$ cat config.mk
export PLATFORM = sky130hd
export DESIGN_NAME = ecc_62_err_collect_flat
export DESIGN_NICKNAME = d
export VERILOG_FILES = /design/src/rtl/ecc_62_err_collect_pkg.sv /design/src/rtl/ecc_62_err_collect_if.sv /design/src/rtl/ecc_62_err_collect_sat_cnt.sv /design/src/rtl/ecc_62_err_collect.sv /design/src/flat_wrapper.sv
export SDC_FILE = /design/constraint.sdc
export NUM_CORES = 1
export LEC_CHECK = 0
export ABC_AREA = 1
export CAP_MARGIN = 10
export CORE_MARGIN = 4
export CORE_UTILIZATION = 44
export CTS_CLUSTER_DIAMETER = 40
export DETAILED_ROUTE_END_ITERATION = 8
export PLACE_DENSITY = 0.81
export SLEW_MARGIN = 20
export SYNTH_ARGS = -nofsm -noshare
export SYNTH_HDL_FRONTEND = slang
export SYNTH_SLANG_ARGS = --single-unit
export TNS_END_PERCENT = 100
$ cat constraint.sdc
create_clock -name clk -period 2.09 [get_ports clk]
set_input_delay 0.209 -clock clk [delete_from_list [all_inputs] [get_ports clk]]
set_output_delay 0.209 -clock clk [all_outputs]
set_load 0.01 [all_outputs]
$ cat src/rtl/ecc_62_err_collect_pkg.sv
// Shared widths, error-type encoding and capture FSM states for the ECC error collector.
package ecc_62_pkg;

  localparam int ECC_DATA_WIDTH = 62;
  localparam int ECC_ADDR_WIDTH = 8;

  typedef enum logic [1:0] {
    SBIT  = 2'b00,
    DBIT  = 2'b01,
    FAULT = 2'b10
  } err_type_t;

  typedef enum logic {
    IDLE = 1'b0,
    CAPT = 1'b1
  } capt_state_t;

  // Decoder fault outranks a double-bit error, which outranks a corrected single-bit error.
  function automatic err_type_t err_type_of(input logic dbit, input logic fault);
    if (fault) return FAULT;
    if (dbit) return DBIT;
    return SBIT;
  endfunction

endpackage

$ cat src/rtl/ecc_62_err_collect_if.sv
// Beat stream into and out of the ECC error collector; the collector is the slave.
interface ecc_62_err_collect_if #(
  parameter int DATA_WIDTH = ecc_62_pkg::ECC_DATA_WIDTH,
  parameter int ADDR_WIDTH = ecc_62_pkg::ECC_ADDR_WIDTH
);
  logic                  in_vld;
  logic                  in_rdy;
  logic [ADDR_WIDTH-1:0] in_addr;
  logic [DATA_WIDTH-1:0] in_data;
  logic                  in_sbit_err;
  logic                  in_dbit_err;
  logic                  in_ecc_fault;
  logic                  out_vld;
  logic                  out_rdy;
  logic [DATA_WIDTH-1:0] out_data;
  logic                  out_poison;

  modport master (
    output in_vld, in_addr, in_data, in_sbit_err, in_dbit_err, in_ecc_fault, out_rdy,
    input  in_rdy, out_vld, out_data, out_poison
  );

  modport slave (
    input  in_vld, in_addr, in_data, in_sbit_err, in_dbit_err, in_ecc_fault, out_rdy,
    output in_rdy, out_vld, out_data, out_poison
  );
endinterface

$ cat src/rtl/ecc_62_err_collect_sat_cnt.sv
// Saturating event counter; clr wins over the held value but a same-cycle inc still counts.
// Latency: cnt_nxt is combinational, cnt registers it. No backpressure.
module ecc_sat_cnt #(
  parameter int CNT_WIDTH = 8
) (
  input  logic                 clk,
  input  logic                 rst_n,
  input  logic                 clr,
  input  logic                 inc,
  output logic [CNT_WIDTH-1:0] cnt,
  output logic [CNT_WIDTH-1:0] cnt_nxt
);

  logic [CNT_WIDTH-1:0] base;

  always_comb begin
    base    = clr ? '0 : cnt;
    cnt_nxt = base;
    if (inc && !(&base)) cnt_nxt = base + CNT_WIDTH'(1);
  end

  always_ff @(posedge clk or negedge rst_n) begin
    if (!rst_n) cnt <= '0;
    else        cnt <= cnt_nxt;
  end

endmodule

$ cat src/rtl/ecc_62_err_collect.sv
// ECC read-side collector: registers beats, poison-marks, counts errors, captures first error, irq.
// Latency 1, full throughput; in_rdy = ~out_vld | out_rdy, held low after a poisoned beat
// until clr when ECC_ERR_POISON_HOLD_EN is defined.
module ecc_62_err_collect
  import ecc_62_pkg::*;
#(
  parameter int DATA_WIDTH  = ECC_DATA_WIDTH,
  parameter int ADDR_WIDTH  = ECC_ADDR_WIDTH,
  parameter int CNT_WIDTH   = 8,
  parameter int SBIT_THRESH = 16
) (
  input  logic                  clk,
  input  logic                  rst_n,
  ecc_62_err_collect_if.slave   bus,
  input  logic                  clr,
  output logic [CNT_WIDTH-1:0]  sbit_cnt,
  output logic [CNT_WIDTH-1:0]  dbit_cnt,
  output logic [CNT_WIDTH-1:0]  fault_cnt,
  output logic                  err_capt_vld,
  output logic [ADDR_WIDTH-1:0] err_capt_addr,
  output logic [1:0]            err_capt_type,
  output logic                  irq
);

  localparam logic [CNT_WIDTH-1:0] THRESH = CNT_WIDTH'(SBIT_THRESH);

  logic                  rdy_en;
  logic                  hold;
  logic                  accept;
  logic                  poison_in;
  logic                  out_vld_q;
  logic                  out_poison_q;
  logic [DATA_WIDTH-1:0] data_q;

  assign poison_in = bus.in_dbit_err | bus.in_ecc_fault;
  assign accept    = bus.in_vld & bus.in_rdy;

  // rdy_en keeps in_rdy low while reset is asserted, even though the stage is empty.
  always_ff @(posedge clk or negedge rst_n) begin
    if (!rst_n) rdy_en <= 1'b0;
    else        rdy_en <= 1'b1;
  end

`ifdef ECC_ERR_POISON_HOLD_EN
  logic hold_q;
  always_ff @(posedge clk or negedge rst_n) begin
    if (!rst_n)                  hold_q <= 1'b0;
    else if (clr)                hold_q <= accept & poison_in;
    else if (accept & poison_in) hold_q <= 1'b1;
  end
  assign hold = hold_q;
`else
  assign hold = 1'b0;
`endif

  assign bus.in_rdy = rdy_en & ~hold & (~out_vld_q | bus.out_rdy);

  always_ff @(posedge clk or negedge rst_n) begin
    if (!rst_n) begin
      out_vld_q    <= 1'b0;
      out_poison_q <= 1'b0;
      data_q       <= '0;
    end else if (accept) begin
      out_vld_q    <= 1'b1;
      out_poison_q <= poison_in;
      data_q       <= bus.in_data;
    end else if (bus.out_rdy) begin
      out_vld_q    <= 1'b0;
    end
  end

  assign bus.out_vld    = out_vld_q;
  assign bus.out_poison = out_poison_q;
  assign bus.out_data   = data_q;

  // A beat flagged both sbit and dbit counts only as dbit.
  logic sbit_inc, dbit_inc, fault_inc;
  assign sbit_inc  = accept & bus.in_sbit_err & ~bus.in_dbit_err;
  assign dbit_inc  = accept & bus.in_dbit_err;
  assign fault_inc = accept & bus.in_ecc_fault;

  logic [CNT_WIDTH-1:0] sbit_nxt, dbit_nxt, fault_nxt;

  ecc_sat_cnt #(.CNT_WIDTH(CNT_WIDTH)) u_sbit_cnt (
    .clk(clk), .rst_n(rst_n), .clr(clr), .inc(sbit_inc), .cnt(sbit_cnt), .cnt_nxt(sbit_nxt)
  );
  ecc_sat_cnt #(.CNT_WIDTH(CNT_WIDTH)) u_dbit_cnt (
    .clk(clk), .rst_n(rst_n), .clr(clr), .inc(dbit_inc), .cnt(dbit_cnt), .cnt_nxt(dbit_nxt)
  );
  ecc_sat_cnt #(.CNT_WIDTH(CNT_WIDTH)) u_fault_cnt (
    .clk(clk), .rst_n(rst_n), .clr(clr), .inc(fault_inc), .cnt(fault_cnt), .cnt_nxt(fault_nxt)
  );

  logic sticky_dbit, sticky_fault;
  logic sticky_dbit_nxt, sticky_fault_nxt, irq_nxt;

  always_comb begin
    sticky_dbit_nxt  = (clr ? 1'b0 : sticky_dbit) | dbit_inc;
    sticky_fault_nxt = (clr ? 1'b0 : sticky_fault) | fault_inc;
    irq_nxt          = sticky_dbit_nxt | sticky_fault_nxt | (sbit_nxt >= THRESH);
  end

  always_ff @(posedge clk or negedge rst_n) begin
    if (!rst_n) begin
      sticky_dbit  <= 1'b0;
      sticky_fault <= 1'b0;
      irq          <= 1'b0;
    end else begin
      sticky_dbit  <= sticky_dbit_nxt;
      sticky_fault <= sticky_fault_nxt;
      irq          <= irq_nxt;
    end
  end

  capt_state_t           state, state_nxt;
  logic [ADDR_WIDTH-1:0] capt_addr, capt_addr_nxt;
  err_type_t             capt_type, capt_type_nxt;

  always_ff @(posedge clk or negedge rst_n) begin
    if (!rst_n) begin
      state     <= IDLE;
      capt_addr <= '0;
      capt_type <= SBIT;
    end else begin
      state     <= state_nxt;
      capt_addr <= capt_addr_nxt;
      capt_type <= capt_type_nxt;
    end
  end

  // clr is applied before a same-cycle beat, so that beat can open a fresh record.
  always_comb begin
    state_nxt     = state;
    capt_addr_nxt = capt_addr;
    capt_type_nxt = capt_type;
    if (clr) begin
      state_nxt     = IDLE;
      capt_addr_nxt = '0;
      capt_type_nxt = SBIT;
    end
    if (state_nxt == IDLE && accept &&
        (bus.in_sbit_err | bus.in_dbit_err | bus.in_ecc_fault)) begin
      state_nxt     = CAPT;
      capt_addr_nxt = bus.in_addr;
      capt_type_nxt = err_type_of(bus.in_dbit_err, bus.in_ecc_fault);
    end
  end

  assign err_capt_vld  = (state == CAPT);
  assign err_capt_addr = capt_addr;
  assign err_capt_type = capt_type;

endmodule
$ cat src/flat_wrapper.sv
// flat-port wrapper written by rule: the top's interface ports become plain ports
module ecc_62_err_collect_flat import ecc_62_pkg::*;
#(
  parameter int DATA_WIDTH  = ECC_DATA_WIDTH,
  parameter int ADDR_WIDTH  = ECC_ADDR_WIDTH,
  parameter int CNT_WIDTH   = 8,
  parameter int SBIT_THRESH = 16
)
  (clk, rst_n, clr, sbit_cnt, dbit_cnt, fault_cnt, err_capt_vld, err_capt_addr, err_capt_type, irq, bus_in_vld, bus_in_addr, bus_in_data, bus_in_sbit_err, bus_in_dbit_err, bus_in_ecc_fault, bus_out_rdy, bus_in_rdy, bus_out_vld, bus_out_data, bus_out_poison);
  ecc_62_err_collect_if #(.DATA_WIDTH(DATA_WIDTH), .ADDR_WIDTH(ADDR_WIDTH)) bus_i ();
  input  logic clk;
  input  logic rst_n;
  input  logic clr;
  output logic [CNT_WIDTH-1:0] sbit_cnt;
  output logic [CNT_WIDTH-1:0] dbit_cnt;
  output logic [CNT_WIDTH-1:0] fault_cnt;
  output logic err_capt_vld;
  output logic [ADDR_WIDTH-1:0] err_capt_addr;
  output logic [1:0] err_capt_type;
  output logic irq;
  input wire logic [$bits(bus_i.in_vld)-1:0] bus_in_vld;
  input wire logic [$bits(bus_i.in_addr)-1:0] bus_in_addr;
  input wire logic [$bits(bus_i.in_data)-1:0] bus_in_data;
  input wire logic [$bits(bus_i.in_sbit_err)-1:0] bus_in_sbit_err;
  input wire logic [$bits(bus_i.in_dbit_err)-1:0] bus_in_dbit_err;
  input wire logic [$bits(bus_i.in_ecc_fault)-1:0] bus_in_ecc_fault;
  input wire logic [$bits(bus_i.out_rdy)-1:0] bus_out_rdy;
  output wire logic [$bits(bus_i.in_rdy)-1:0] bus_in_rdy;
  output wire logic [$bits(bus_i.out_vld)-1:0] bus_out_vld;
  output wire logic [$bits(bus_i.out_data)-1:0] bus_out_data;
  output wire logic [$bits(bus_i.out_poison)-1:0] bus_out_poison;
  assign bus_i.in_vld = bus_in_vld;
  assign bus_i.in_addr = bus_in_addr;
  assign bus_i.in_data = bus_in_data;
  assign bus_i.in_sbit_err = bus_in_sbit_err;
  assign bus_i.in_dbit_err = bus_in_dbit_err;
  assign bus_i.in_ecc_fault = bus_in_ecc_fault;
  assign bus_i.out_rdy = bus_out_rdy;
  assign bus_in_rdy = bus_i.in_rdy;
  assign bus_out_vld = bus_i.out_vld;
  assign bus_out_data = bus_i.out_data;
  assign bus_out_poison = bus_i.out_poison;
  ecc_62_err_collect #(.DATA_WIDTH(DATA_WIDTH), .ADDR_WIDTH(ADDR_WIDTH), .CNT_WIDTH(CNT_WIDTH), .SBIT_THRESH(SBIT_THRESH)) u_core (.clk(clk), .rst_n(rst_n), .bus(bus_i), .clr(clr), .sbit_cnt(sbit_cnt), .dbit_cnt(dbit_cnt), .fault_cnt(fault_cnt), .err_capt_vld(err_capt_vld), .err_capt_addr(err_capt_addr), .err_capt_type(err_capt_type), .irq(irq));
endmodule
==> flow_summary_export.csv <==
group,metric,value,unit
die,dieArea,12100,um^2
sta,slew_headroom,43.3,%
power_and_ir_drop,finalPower,4.70,mW
sta,skew,10.7,ps
die,core_area,9950,um^2
global_routing,grt_busiest_layer,"met2",
detailed_routing,drtAntennaViolNets,0,
run_status,status,"finished clean",
synth,synthAdderAreaFrac,0.819,%
die,chipWidth,110,um
clock_network,cts_setup_buffers,0,
global_routing,grt_pass1_vias,4132,
worst_setup_path,required,1880,ps
worst_setup_path,crit_path_max_incr_delay,550,ps
cells_and_area,postLayoutCellArea,6760,um^2
synth,yosys_warnings,0,
die,ioPinCount,179,
cells_and_area,regArea,2580,um^2
worst_setup_path,critical_path.slowest_cell,"clkdlybuf4s50_1",
sta,setup_violations,0,
synth,synth_seq_cells,103,
clock_network,cts-root-buf,"clkbuf_8",
synth,synth_top_cell_by_area,"dfrtp_1",
placed_design,gp_congestion,0.864,
global_routing,grt-ovfl-total,0,
cells_and_area,multi_input_area,1750,um^2
clock_network,cts.clk_slew.worst_paths,100,ps
synth,synth_top_cells_by_count,"nand2_1 (278), dfrtp_1 (103), inv_1 (34), nand3_1 (28), nor2_1 (19)",
global_routing,grt_pass1_wl,20000,um
global_routing,grtUsageMet3,4.54,%
worst_setup_path,crit_arrival,1650,ps
clock_network,cts_tree,"yes",
clock_network,ctsResizeCount,0,
synth,synthXorXnorAreaFrac,2.48,%
detailed_routing,drt_iter0_markers,384,
worst_setup_path,cp_max_fo,5,
cells_and_area,layout-drive-gt1-share,8.44,%
die,die_y,110,um
detailed_routing,drt_wl_total,12700,um
clock_network,clkLatencyLatePin,360,ps
clock_network,cts_max_path_buffers,2,
synth,synth-simple-area-share,31.6,%
synth,synth_top_family_by_area,"simple AND/OR/NAND/NOR gates",
sta,worstMarginPinSlew,851,ps
detailed_routing,routed_wire_length_per_instance,14.7,um
synth,synth_top_area_share,56.3,%
cells_and_area,antenna_cells,0,
synth,yosysMostFrequentCell,"nand2_1",
synth,synth_edf_count,0,
synth,synthCells,544,
sta,tns,0,ps
synth,synth.avg_cell_area,8.42,um^2
clock_network,cts_buffers,9,
cells_and_area,final_cells,868,
placed_design,dpl.hpwl,9280,um
die,rows,36,
cells_and_area,nets,811,
power_and_ir_drop,ir_drop,0.362,mV
sta,rsz0062_at_grt,"false",
synth,synth-async-reset-ratio,100,%
detailed_routing,drc,0,
sta,hold_violations,0,
synth,syn_nets,625,
worst_setup_path,crit_chain,"nand2_1 > and2_1 > clkdlybuf4s50_1",
worst_setup_path,end_kind,"output port",
synth,synthTopCellsByArea,"dfrtp_1 (56%), nand2_1 (23%), nand3_1 (3.1%), inv_1 (2.8%), nor2_1 (1.6%)",
clock_network,cts_sinks,103,
clock_network,cts-htree-levels,3,
power_and_ir_drop,p_per_area,695,nW/um^2
cells_and_area,nFillCells,813,
worst_setup_path,worst_setup_path_start_kind,"flop",
detailed_routing,vias,4135,
worst_setup_path,reg2reg_slack,360,ps
worst_setup_path,critPathKind,"reg2out",
die,start_util,46.0,%
sta,timing.final.crit_share,88.9,%
job,max_cap_viol_count,0,
sta,whs,374,ps
sta,fmax,538,MHz
global_routing,grtUsageTotal,21.2,%
power_and_ir_drop,p_leak,3.30,nW
synth,synth_cell_types,30,
global_routing,use_met1,27.1,%
sta,finalCriticalPeriod,1860,ps
synth,seq_area_frac_synth,56.3,%
synth,netlist_area,4580,um^2
placed_design,portBuffers,178,
detailed_routing,firstDrtPassIters,4,
worst_hold_path,hold_class,"in2reg",
placed_design,placed_cell_area,6560,um^2
synth,synth_compound_gate_area_share,3.06,%
sta,finalMaxSlewViolations,0,
cells_and_area,areaGrowthSynthToFinish,47.6,%
global_routing,grt_start_max_net_pins,104,
synth,ys.flop_type,"dfrtp_1",
detailed_routing,via_per_inst,4.76,
global_routing,grt_use_met2,35.8,%
synth,muxShareOfSynthArea,0,%
clock_network,hold_buffers,1,
global_routing,antenna_found_initial,0,
placed_design,dp_cells,851,
power breakdown:
| part | internal (mW) | switching, mW | leakage (nW) |
|---|---|---|---|
| combinational | 0.629 | 0.505 | 1.89 |
| clock | 0.555 | 0.667 | 0.0895 |
| sequential | 2.21 | 0.124 | 1.32 |
worst paths after layout:
check | startpoint | to | cells past startpoint
worst max-delay path | u_core.bus.out_vld | bus_in_rdy | 3
worst min-delay path | bus_in_data[17] | u_core.bus.out_data[17] | 3
worst max register to register | u_core.u_sbit_cnt.cnt[0] | u_core.irq | 12
worst min register to register | u_core.bus.out_data[29] | u_core.bus.out_data[29] | 2
max in group asynchronous | rst_n | u_core.u_fault_cnt.cnt[5] | 3
min in group asynchronous | rst_n | u_core.err_capt_addr[6] | 3
placed cells by master, fill, tap and decap left out, types with 2 or more instances in the layout:
master / synthesis / final
buf_12: 0 / 3
buf_4: 0 / 12
clkbuf_1: 1 / 2
clkbuf_8: 0 / 9
clkdlybuf4s50_1: 0 / 177
clkinvlp_4: 0 / 2
dfrtp_1: 103 / 103
ha_1: 3 / 3
inv_1: 34 / 34
inv_2: 3 / 3
nand2_1: 278 / 278
nand2_2: 7 / 7
nand3_1: 28 / 27
nand3_2: 2 / 3
nand4_1: 3 / 3
nor2_1: 19 / 19
nor2_2: 2 / 2
nor2_4: 4 / 4
nor3_1: 2 / 2
nor3_2: 2 / 2
o21ai_0: 2 / 2
o21ai_1: 5 / 5
o21ai_2: 8 / 8
xnor2_1: 5 / 5
xor2_1: 8 / 8
layer usage:
metal	wire, um	part of all wire, %	vias to the layer above
li1	-	-	2031
met1	5200	41	1914
met2	6100	48	170
met3	1210	9.5	20
met4	208	1.6	0
met5	0	0	-
critical path: cells and delay by family (launching register included):
kind / cells / cell delay [ps]
flops: 1 / 390
buf+inv: 1 / 550
simple gates: 2 / 350
area by class of cell:
class | instances | area share, %
well taps | 133 | 2.46
inverters | 38 | 2.15
clock inverters | 5 | 0.870
flip-flops and latches | 103 | 38.1
multi-input cells | 385 | 25.9
repair buffers | 193 | 28.6
clock buffers | 11 | 1.94
state kept, by name, indices dropped and copies added, names as in the netlist:
register and flops:
u_core.sticky_dbit 1, u_core.sticky_fault 1, u_core.bus.out_poison 1, u_core.err_capt_type 2
u_core.u_sbit_cnt.cnt 8, u_core.u_dbit_cnt.cnt 8, u_core.err_capt_addr 8, u_core.rdy_en 1
u_core.irq 1, u_core.bus.out_data 62, u_core.bus.out_vld 1, u_core.u_fault_cnt.cnt 8
u_core.err_capt_vld 1
logic make-up after synthesis:
kind of cell	count (synthesis)
buf+inv	56
simple gates	350
xor+xnor	13
compound gates	18
flops	103
fa+ha+maj	3
other cells	1
through the flow:
stage	worst slack [ps]	util [%]
6_report	233	67.9
5_1_grt	142	67.9
4_1_cts	211	67.9
3_5_place_dp	-13.5	65.9
3_3_place_gp	91.4	65.9
2_1_floorplan	479	-
Power figures use the tool's default switching activity.
